[src/rtl/mat_pkg.sv]
// Shared types and helpers for the element-wise matrix datapath blocks.
package mat_pkg;

    typedef logic [31:0] word_t;

    typedef enum logic {
        IDLE,
        SEND
    } drain_state_t;

    // Index width for an n-entry dimension, never narrower than one bit.
    function automatic int idx_width(input int n);
        return (n > 1) ? $clog2(n) : 1;
    endfunction

endpackage

[src/rtl/mat_drain.sv]
// Captures a full matrix on producer completion and streams it out
// row-major, one word per valid/ready handshake.
module mat_drain
    import mat_pkg::*;
#(
    parameter int rsize = 2,
    parameter int csize = 3
) (
    input  logic                                   clk,
    input  logic                                   rst_n,
    input  logic [rsize-1:0][csize-1:0][31:0]      mat,
    input  logic                                   mat_valid,
    output logic                                   busy,
    output logic [31:0]                            out_data,
    output logic [idx_width(rsize)-1:0]            out_row,
    output logic [idx_width(csize)-1:0]            out_col,
    output logic                                   out_last,
    output logic                                   out_valid,
    input  logic                                   out_ready,
    output logic                                   drop
);

    localparam int RW = idx_width(rsize);
    localparam int CW = idx_width(csize);
    localparam logic [RW-1:0] ROW_MAX = RW'(rsize - 1);
    localparam logic [CW-1:0] COL_MAX = CW'(csize - 1);

    drain_state_t state_q, state_d;
    word_t [rsize-1:0][csize-1:0] snap_q, snap_d;
    logic [RW-1:0] row_q, row_d;
    logic [CW-1:0] col_q, col_d;
    logic drop_q, drop_d;

    logic sending;
    logic at_last;
    logic xfer;

    assign sending = (state_q == SEND);
    assign at_last = (row_q == ROW_MAX) && (col_q == COL_MAX);
    assign xfer    = sending && out_ready;

    always_comb begin
        state_d = state_q;
        snap_d  = snap_q;
        row_d   = row_q;
        col_d   = col_q;
        drop_d  = 1'b0;

        case (state_q)
            IDLE: begin
                if (mat_valid) begin
                    snap_d  = mat;
                    row_d   = '0;
                    col_d   = '0;
                    state_d = SEND;
                end
            end
            SEND: begin
                if (xfer && at_last) begin
                    row_d = '0;
                    col_d = '0;
                    // A matrix arriving on the final beat chains straight on.
                    if (mat_valid) begin
                        snap_d = mat;
                    end else begin
                        state_d = IDLE;
                    end
                end else if (xfer) begin
                    if (col_q == COL_MAX) begin
                        col_d = '0;
                        row_d = row_q + 1'b1;
                    end else begin
                        col_d = col_q + 1'b1;
                    end
                end
                if (mat_valid && !(xfer && at_last)) begin
                    drop_d = 1'b1;
                end
            end
            default: state_d = IDLE;
        endcase
    end

    always_ff @(posedge clk or negedge rst_n) begin
        if (!rst_n) begin
            state_q <= IDLE;
            snap_q  <= '0;
            row_q   <= '0;
            col_q   <= '0;
            drop_q  <= 1'b0;
        end else begin
            state_q <= state_d;
            snap_q  <= snap_d;
            row_q   <= row_d;
            col_q   <= col_d;
            drop_q  <= drop_d;
        end
    end

    // Everything the consumer sees is decoded from registered state only.
    assign busy      = sending;
    assign out_valid = sending;
    assign out_last  = sending && at_last;
    assign out_data  = snap_q[row_q][col_q];
    assign out_row   = row_q;
    assign out_col   = col_q;
    assign drop      = drop_q;

endmodule

[config.mk]
export PLATFORM = sky130hd
export DESIGN_NAME = mat_drain
export DESIGN_NICKNAME = d
export VERILOG_FILES = /design/src/rtl/mat_pkg.sv /design/src/rtl/mat_drain.sv
export SDC_FILE = /design/constraint.sdc
export NUM_CORES = 1
export LEC_CHECK = 0
export BUFFER_PORTS_ARGS = -buffer_cell sky130_fd_sc_hd__buf_2
export CAP_MARGIN = 20
export CORE_AREA = 2 2 156 158
export CTS_CLUSTER_SIZE = 24
export DETAILED_ROUTE_END_ITERATION = 6
export DIE_AREA = 0 0 158 160
export PLACE_DENSITY = 0.62
export SYNTH_ARGS = -nofsm -noshare
export SYNTH_HDL_FRONTEND = slang
export SYNTH_SLANG_ARGS = --single-unit
[constraint.sdc]
create_clock -name clk -period 1.9 [get_ports clk]
set_input_delay 0.19 -clock clk [delete_from_list [all_inputs] [get_ports clk]]
set_output_delay 0.19 -clock clk [all_outputs]
set_load 0.01 [all_outputs]
==> flow_summary_export.csv, run 1 <==
group,metric,value,unit
clock_network,cts_tree,"yes",
worst_hold_path,hold_class,"in -> reg",
power_and_ir_drop,vdd_drop_max,0.692,mV
routing,dr.pass1.iters,5,
die,die_h,160,um
job,cap_violations,0,
routing,wl_per_cell,20.3,um
final_layout,fill_cells,1832,
critical_path,worstSetupStartpointType,"flip-flop",
timing,period_share,119,%
place,place.gp.congestion,0.812,
timing,fin_crit,2260,ps
global_routing,grt_pass1_vias,7922,
global_routing,grt_usage,22.5,%
yosys,synthCells,662,
power_and_ir_drop,power_per_cell_area,1520,nW/um^2
timing,worst_pin_slew,481,ps
routing,vias,7473,
die,start_util,37.9,%
routing,via_per_inst,5.02,
final_layout,final_nets,1345,
clock_network,cts_made_buffers,17,
place,placed_cell_area,11000,sq um
yosys,synth_ff_type,"dfrtp_1",
critical_path,slowest_stage,"dfrtp_4",
die,die_x,158,um
final_layout,area_delta_synth_final,63.7,%
critical_path,critical_path.top_delay_family,"buffers and inverters",
final_layout,final_area,14800,sq um
critical_path,worstPathCellList,"buf_12 > mux2_2 > a221oi_2 > buf_4 > a31oi_1 > buf_2",
critical_path,cp_max_fo,16,
critical_path,critPathBufInv,3,
timing,finalWorstSetupSlack,-364,ps
yosys,synthesis.nets,858,
yosys,ys_seq_area_share,54.7,%
die,dieArea,25300,sq um
timing,max_freq,442,MHz
critical_path,arrival,2070,ps
die,core_area,23800,sq um
final_layout,layout-drive-gt1-share,47.5,%
final_layout,multiInputGateArea,4310,sq um
status,status,"finished with violations",
routing,drtIter0Drc,372,
timing,slew_viol_final,0,
timing,rsz0062_at_grt,"yes",
clock_network,cts_sinks,197,
place,io_buffers,234,
timing,slew_headroom,67.8,%
die,top_level_ports,235,
clock_network,root_buffer,"clkbuf_16",
timing,hold_violations,0,
critical_path,cp.required,1710,ps
yosys,syn_avg_cell_area,13.6,sq um
critical_path,setup.worst_path.class,"reg -> out",
place,dp_hpwl,17900,um
die,rows,57,
global_routing,overflow,0,
yosys,yosys_warnings,0,
final_layout,seq_area,4940,sq um
clock_network,clock_path_buffers,2,
routing,ant_nets,0,
global_routing,grt_pass1_wl,43300,um
power_and_ir_drop,leakagePower,6.72,nW
routing,drc,0,
yosys,async_flop_share,100,%
critical_path,end_kind,"output pin",
clock_network,clk_pin_slew,70,ps
status,violations,"setup timing",
global_routing,grt_max_degree,51,
critical_path,worst_path_largest_cell_delay,470,ps
global_routing,antenna_found_initial,4,
clock_network,clkLatencyLatePin,440,ps
yosys,ys_types,31,
clock_network,cts-htree-levels,4,
yosys,synth_edf_count,0,
timing,clock_skew,12.5,ps
yosys,ys_seq_elements,197,
yosys,syn_area,9020,sq um
timing,setup_viol,165,
routing,wl,30200,um
timing,tns,-17810,ps
-- logic make-up after synthesis --
logic type	synth area share, %
AOI/OAI and AO/OA	6.45
buffers and inverters	3.61
DFF	54.7
muxes	31.0
and+or+nand+nor	4.33
-- final timing paths --
check | startpoint | endpoint | cells after the start | slack (ps)
min reg2reg | snap_q[9]$_DFFE_PN0P_ | snap_q[9]$_DFFE_PN0P_ | 1 | 480
min in group asynchronous | rst_n | snap_q[99]$_DFFE_PN0P_ | 2 | 260
max in group asynchronous | rst_n | snap_q[86]$_DFFE_PN0P_ | 3 | 990
min | mat[51] | snap_q[51]$_DFFE_PN0P_ | 2 | 10
max | out_col[1]$_DFFE_PN0P_ | out_data[3] | 6 | -360
max reg2reg | out_col[1]$_DFFE_PN0P_ | snap_q[87]$_DFFE_PN0P_ | 7 | -120
-- synthesized netlist by cell type (2+ instances only) --
master | count | area, sq um
o31ai_1 | 2 | 15.0
nor2_1 | 2 | 7.51
buf_6 | 8 | 90.1
mux2_1 | 180 | 2030
a21oi_1 | 8 | 40.0
a221oi_1 | 24 | 210
nor3b_1 | 7 | 52.6
buf_4 | 13 | 97.6
nand2_1 | 57 | 214
o211ai_1 | 8 | 60.1
clkbuf_1 | 17 | 63.8
dfrtp_1 | 197 | 4930
nor2b_1 | 10 | 62.6
nand3_1 | 2 | 10.0
a31oi_1 | 24 | 150
buf_2 | 11 | 55.1
mux2_2 | 68 | 766
buf_1 | 4 | 15.0
a32oi_1 | 8 | 70.1
-- cell type report --
type / count / area share, %
sequential: 197 / 33.4
timing repair buffer: 521 / 30.4
multi-input combinational: 411 / 29.2
clock buffer: 18 / 2.91
tap: 324 / 2.75
clock inverter: 14 / 1.25
antenna: 4 / 0.0678
inverter: 1 / 0.0254
-- routing by layer --
metal,vias to the layer above,global-route usage [%],routed length [um],share of wire (%)
met3,49,4.15,1240,4.1
met4,0,8.76,816,2.7
met5,-,0,0,0
li1,3413,-,-,-
met2,227,36.9,14800,49
met1,3784,29.6,13400,44
-- cell usage in the layout, fill, tap and decap left out, drive strengths merged, types with 9 or more instances in the layout --
cell type / Yosys / final
a31oi: 24 / 24
nor2b: 10 / 10
mux2: 248 / 248
inv: 1 / 9
a221oi: 24 / 24
nand2: 57 / 57
buf: 36 / 314
dlygate4sd3: 0 / 191
clkbuf: 17 / 34
dfrtp: 197 / 197
-- metrics by stage --
stage	hold WS [ps]	instances	power [mW]	setup WS (ps)	util, %
5_1_grt	13.2	1490	23.5	-437	62.0
6_report	14.1	1490	22.4	-364	62.0
3_3_place_gp	178	1228	15.8	17.2	46.1
3_5_place_dp	180	1228	15.9	-22.9	46.1
2_1_floorplan	-106	662	12.2	222	-
4_1_cts	0.235	1463	20.7	-359	58.3
-- registers in the layout, indices dropped and copies added, names as in the netlist --
name and flops:
busy 1, drop 1, out_col 2, out_row 1, snap_q 192
-- repair_timing --
item,CTS,global route
hold buffers,191,0
pin swaps,1,2
endpoints found under the setup margin,139,153
gates resized for setup,47,116
hold endpoints to repair,233,0
cloned,3,17
setup buffers,9,10
-- where the power goes --
group,total [mW],internal (mW),switching [mW]
Combinational,11.0,6.12,4.91
Clock,3.80,2.01,1.79
Sequential,7.55,6.27,1.28
Total,22.4,14.4,7.98
(Power assumes the default switching activity.)
==> inputs of run 2 (changes only) <==
--- a/config.mk
+++ b/config.mk
@@ -7,11 +7,11 @@
 export LEC_CHECK = 0
 export BUFFER_PORTS_ARGS = -buffer_cell sky130_fd_sc_hd__buf_2
 export CAP_MARGIN = 20
-export CORE_AREA = 2 2 156 158
+export CORE_AREA = 2 2 134 136
 export CTS_CLUSTER_SIZE = 24
 export DETAILED_ROUTE_END_ITERATION = 6
-export DIE_AREA = 0 0 158 160
-export PLACE_DENSITY = 0.62
+export DIE_AREA = 0 0 136 138
+export PLACE_DENSITY = 0.8
 export SYNTH_ARGS = -nofsm -noshare
 export SYNTH_HDL_FRONTEND = slang
 export SYNTH_SLANG_ARGS = --single-unit
==> flow_summary_export.csv, run 2 (synthesis gave the netlist of run 1 again) <==
group,metric,value,unit
global_routing,grt_pass1_wl,44800,um
critical_path,worstPathCellList,"buf_12 > mux2_2 > a221oi_2 > buf_4 > a31oi_1 > buf_2",
die,die_h,138,um
timing,tns,-16900,ps
routing,drtIter0Drc,623,
final_layout,final_common_cell,"buf_2",
clock_network,clock_path_buffers,2,
critical_path,cp_max_fo,10,
routing,via_per_inst,5.74,
die,die_x,136,um
power_and_ir_drop,switchingPower,8.22,mW
power_and_ir_drop,combPwrFrac,49.8,%
timing,fin_crit,2330,ps
global_routing,grt_pass1_vias,8432,
power_and_ir_drop,p_int,14.3,mW
routing,wl_met1,12000,um
critical_path,end_kind,"output pin",
timing,hold_violations,0,
routing,vias,7969,
die,top_level_ports,235,
final_layout,layout-drive-gt1-share,47.0,%
routing,ant_nets,0,
timing,setup_viol,159,
global_routing,overflow,0,
final_layout,final_cell_mix,"buf_2 (233), dfrtp_1 (195), dlygate4sd3_1 (190)",
clock_network,root_buffer,"clkbuf_16",
worst_hold_path,min_from,"mat[41]",
power_and_ir_drop,power_per_cell_area,1550,nW/um^2
final_layout,final_nets,1341,
critical_path,startpoint,"out_col[1]$_DFFE_PN0P_",
power_and_ir_drop,clkPwrFrac,15.9,%
power_and_ir_drop,sw_frac_of_total,36.6,%
routing,dr_wl_met2,16700,um
final_layout,top_register,"snap_q",
timing,max_freq,430,MHz
final_layout,largest_register_ffs,192,
critical_path,critPathBufInv,3,
timing,rsz0062_at_grt,"yes",
die,core_area,17500,sq um
global_routing,grt_max_degree,53,
worst_hold_path,hold_class,"in -> reg",
routing,wl_per_cell,23.5,um
global_routing,grt_usage,31.0,%
place,place.gp.congestion,0.854,
clock_network,cts-htree-levels,4,
critical_path,worstSetupStartpointType,"flip-flop",
global_routing,antenna_found_initial,2,
critical_path,arrival,2140,ps
power_and_ir_drop,p_seq_share,34.3,%
timing,worst_pin_slew,475,ps
clock_network,clkLatencyLatePin,440,ps
final_layout,area_delta_synth_final,60.4,%
critical_path,critical_path.top_delay_family,"buffers and inverters",
timing,slew_headroom,68.3,%
routing,drc,0,
die,start_util,51.4,%
clock_network,cts_sinks,197,
routing,wl,32700,um
power_and_ir_drop,vdd_drop_max,1.06,mV
place,io_buffers,234,
job,cap_violations,0,
critical_path,cp.required,1710,ps
critical_path,rr_startpoint,"out_col[0]$_DFFE_PN0P_",
timing,period_share,122,%
final_layout,fill_cells,869,
power_and_ir_drop,leakagePower,6.66,nW
status,violations,"setup timing",
worst_hold_path,whs_path_depth,2,
critical_path,slowest_stage,"dfrtp_4",
timing,finalWorstSetupSlack,-427,ps
clock_network,cts_tree,"yes",
critical_path,ff2ff_setup_slack,-120,ps
routing,dr_wl_met3,2050,um
routing,highest_layer,"met4",
critical_path,worst_path_largest_cell_delay,460,ps
status,status,"finished with violations",
critical_path,cp.depth,6,
critical_path,reg2reg_depth,6,
place,dp_hpwl,16200,um
die,dieArea,18800,sq um
critical_path,setup.worst_path.class,"reg -> out",
final_layout,final_util,82.5,%
timing,slew_viol_final,0,
clock_network,clk_pin_slew,70,ps
routing,dr.pass1.iters,6,
die,rows,49,
clock_network,cts_made_buffers,17,
timing,clock_skew,10.7,ps
[run 2: changes by cell type in the layout (fill, tap and decap cells not counted), moves of 5 or more]
cell      change
a221oi_1      +9
a221oi_2      -7
buf_12        -7
clkinv_2      +6
nand2_1       +6
nand2_2       -6
a21oi_1       -5
a21oi_2       +5
nor3b_1       -5
[run 2: power by group through the flow]
stage	registers [mW]	clock network [mW]	logic (mW)
after floorplan	6.96	0	5.19
after global placement	7.27	0	7.75
after detailed placement	7.36	0	7.93
after CTS	7.30	3.52	8.95
after global routing	7.86	3.76	11.8
final	7.72	3.56	11.2
[run 2: layout make-up]
cell class              instances  area, sq um  area share, %
clock buffers                  20          457           3.16
inverters                       1         11.3         0.0778
repair buffers                516         4370           30.2
diodes                          2         5.00         0.0346
flip-flops and latches        197         4930           34.1
clock inverters                12          103          0.709
multi-input cells             412         4300           29.7
well taps                     229          287           1.98
[run 2: worst reg2reg max path: stages (launching register included)]
cell and delay (ps):
dfrtp_1 410, nand4b_1 340, a21boi_4 320, buf_6 180, buf_12 160, clkbuf_16 190, mux2_4 310
[run 2: per-layer routing]
metal  global-route usage [%]  vias up
li1                         -     3400
met1                     35.9     3990
met2                     54.1      439
met3                     5.76      140
met4                     16.4        0
met5                        0        -
[run 2: final timing paths]
| kind | endpoint |
|---|---|
| worst max-delay path | out_data[26] |
| min in group asynchronous | snap_q[133]$_DFFE_PN0P_ |
| max in group asynchronous | snap_q[61]$_DFFE_PN0P_ |
| worst min-delay path | snap_q[41]$_DFFE_PN0P_ |
| worst max register to register | snap_q[114]$_DFFE_PN0P_ |
| worst min register to register | snap_q[94]$_DFFE_PN0P_ |
[run 2: repair_timing]
item,CTS,global route
gates cloned,4,12
gates resized for setup,29,134
buffers inserted,9,17
hold endpoints to repair,235,0
hold buffers,190,0
setup endpoints to repair,33,186
pin swaps,9,11
[run 2: stage by stage]
step                      power, mW  hold slack, ps  setup WS (ps)  std cells  area, sq um
after floorplan                12.2            -106            222        662         9020
after global placement         15.0             186           83.6       1124        10800
after detailed placement       15.3             189           65.3       1124        10800
after CTS                      19.8            6.49           -357       1359        13500
after global routing           23.4            6.70           -479       1389        14500
final                          22.5            16.6           -427       1389        14500
==> inputs of run 3 (changes only) <==
--- a/config.mk
+++ b/config.mk
@@ -7,11 +7,14 @@
 export LEC_CHECK = 0
 export BUFFER_PORTS_ARGS = -buffer_cell sky130_fd_sc_hd__buf_2
 export CAP_MARGIN = 20
-export CORE_AREA = 2 2 134 136
+export CELL_PAD_IN_SITES_DETAIL_PLACEMENT = 0
+export CELL_PAD_IN_SITES_GLOBAL_PLACEMENT = 1
+export CORE_AREA = 3 3 151 153
 export CTS_CLUSTER_SIZE = 24
 export DETAILED_ROUTE_END_ITERATION = 6
-export DIE_AREA = 0 0 136 138
-export PLACE_DENSITY = 0.8
+export DIE_AREA = 0 0 154 156
+export PLACE_DENSITY = 0.79
+export SKIP_CTS_REPAIR_TIMING = 1
 export SYNTH_ARGS = -nofsm -noshare
 export SYNTH_HDL_FRONTEND = slang
 export SYNTH_SLANG_ARGS = --single-unit
==> flow_summary_export.csv, run 3 (synthesis gave the netlist of run 1 again) <==
group,metric,value,unit
global_routing,grt_usage,19.1,%
place,io_buffers,234,
die,core_area,21700,sq um
final_layout,fill_cells,1599,
final_layout,final_nets,1301,
place,dp_hpwl,17000,um
timing,slew_headroom,68.6,%
final_layout,largest_register_ffs,192,
die,top_level_ports,235,
routing,wl_per_cell,19.2,um
routing,via_per_inst,5.08,
place,place.gp.congestion,0.797,
power_and_ir_drop,clkPwrFrac,17.6,%
power_and_ir_drop,power_per_cell_area,1500,nW/um^2
power_and_ir_drop,p_int,13.5,mW
routing,vias,7106,
global_routing,overflow,0,
critical_path,worstPathCellList,"buf_12 > mux2_4 > a221oi_4 > buf_6 > a31oi_4 > buf_6",
die,rows,54,
final_layout,final_common_cell,"buf_2",
global_routing,grt_pass1_wl,35700,um
final_layout,area_delta_synth_final,53.4,%
power_and_ir_drop,finalPower,20.7,mW
critical_path,worstSetupStartpointType,"flip-flop",
global_routing,grt_pass1_vias,6561,
clock_network,cts_made_buffers,17,
place,placed_cell_area,10900,sq um
power_and_ir_drop,p_seq_share,35.8,%
final_layout,top_register,"snap_q",
clock_network,clock_path_buffers,2,
clock_network,clk_pin_slew,70,ps
timing,fin_crit,2250,ps
timing,max_freq,444,MHz
power_and_ir_drop,sw_frac_of_total,34.7,%
critical_path,setup.worst_path.class,"reg -> out",
critical_path,critPathBufInv,3,
final_layout,final_area,13800,sq um
die,die_x,154,um
power_and_ir_drop,vdd_drop_max,0.821,mV
timing,holdWs,-21.1,ps
die,start_util,41.6,%
timing,worst_pin_slew,471,ps
final_layout,layout-drive-gt1-share,41.8,%
final_layout,final_util,63.8,%
critical_path,worst_path_largest_cell_delay,550,ps
global_routing,antenna_found_initial,2,
power_and_ir_drop,switchingPower,7.21,mW
timing,rsz0062_at_grt,"yes",
timing,period_share,119,%
status,status,"finished with violations",
timing,hold_violations,1,
timing,slew_viol_final,0,
status,violations,"hold timing, setup timing",
critical_path,cp_common_cell,"buf_6",
timing,finalWorstSetupSlack,-354,ps
die,die_h,156,um
routing,ant_nets,0,
critical_path,cp.required,1710,ps
critical_path,slowest_stage,"dfrtp_4",
final_layout,seq_area,4940,sq um
clock_network,cts_tree,"yes",
timing,setup_viol,142,
clock_network,clkLatencyLatePin,440,ps
job,cap_violations,0,
worst_hold_path,hold_class,"in -> reg",
critical_path,arrival,2060,ps
die,dieArea,24000,sq um
routing,drtIter0Drc,270,
critical_path,critical_path.top_delay_family,"flip-flops",
routing,drc,0,
timing,clock_skew,14.0,ps
clock_network,root_buffer,"clkbuf_16",
routing,wl,26900,um
critical_path,end_kind,"output pin",
final_layout,multiInputGateArea,4100,sq um
routing,dr.pass1.iters,4,
final_layout,final_cell_mix,"buf_2 (233), dfrtp_1 (194), dlygate4sd3_1 (175)",
clock_network,cts-htree-levels,4,
global_routing,grt_max_degree,55,
critical_path,cp_max_fo,7,
power_and_ir_drop,combPwrFrac,46.6,%
power_and_ir_drop,leakagePower,6.30,nW
clock_network,cts_sinks,197,
## run 3: cell types whose count changed in the layout (fill, tap and decap cells not counted), moves of 5 or more
cell           before  now
clkinv_2            6    0
nor3b_1             2    7
clkbuf_16          29   22
buf_12             16   22
mux2_4             82   42
mux2_1            103  142
buf_4              40   33
dlygate4sd3_1     190  175
buf_6              14    7
a21oi_2             5    0
buf_8               5    0
a21oi_1             3    8
## run 3: layer usage
layer	vias up	global-route usage [%]	share of wire [%]
li1	3315	-	-
met1	3538	24.9	43
met2	211	31.2	50
met3	40	5.02	4.2
met4	2	6.18	2.2
met5	-	0	0.030
## run 3: metrics by stage
stage | setup TNS, ps | hold WS [ps] | setup WS [ps] | std cells
finish | -9950 | -21.1 | -354 | 1399
floorplan | 0 | -106 | 222 | 662
detailed placement | -6240 | 189 | -112 | 1177
global placement | -2560 | 186 | -113 | 1177
global route | -25690 | -1.62 | -410 | 1399
CTS | -24600 | -287 | -596 | 1209
## run 3: area by class of cell
class / instances / share of cell area [%]
diodes: 1 / 0.0181
clock buffers: 20 / 3.30
clock inverters: 12 / 0.986
inverters: 1 / 0.0271
multi-input cells: 411 / 29.6
flip-flops and latches: 197 / 35.7
well taps: 280 / 2.53
repair buffers: 477 / 27.8
## run 3: power by group through the flow
stage | Sequential (mW) | Combinational (mW) | Clock [mW]
floorplan | 6.96 | 5.19 | 0
global placement | 7.32 | 7.94 | 0
detailed placement | 7.41 | 8.06 | 0
CTS | 7.33 | 8.11 | 3.74
global route | 7.67 | 10.4 | 3.90
finish | 7.43 | 9.66 | 3.66
## run 3: worst paths after layout
kind	start	cells after the start	slack (ps)	to
worst max-delay path	out_col[1]$_DFFE_PN0P_	6	-350	out_data[18]
worst min-delay path	mat[98]	2	-20	snap_q[98]$_DFFE_PN0P_
worst max register to register	out_col[1]$_DFFE_PN0P_	6	-50	snap_q[158]$_DFFE_PN0P_
worst min register to register	snap_q[132]$_DFFE_PN0P_	1	480	snap_q[132]$_DFFE_PN0P_
max in group asynchronous	rst_n	3	920	snap_q[91]$_DFFE_PN0P_
min in group asynchronous	rst_n	2	280	snap_q[131]$_DFFE_PN0P_
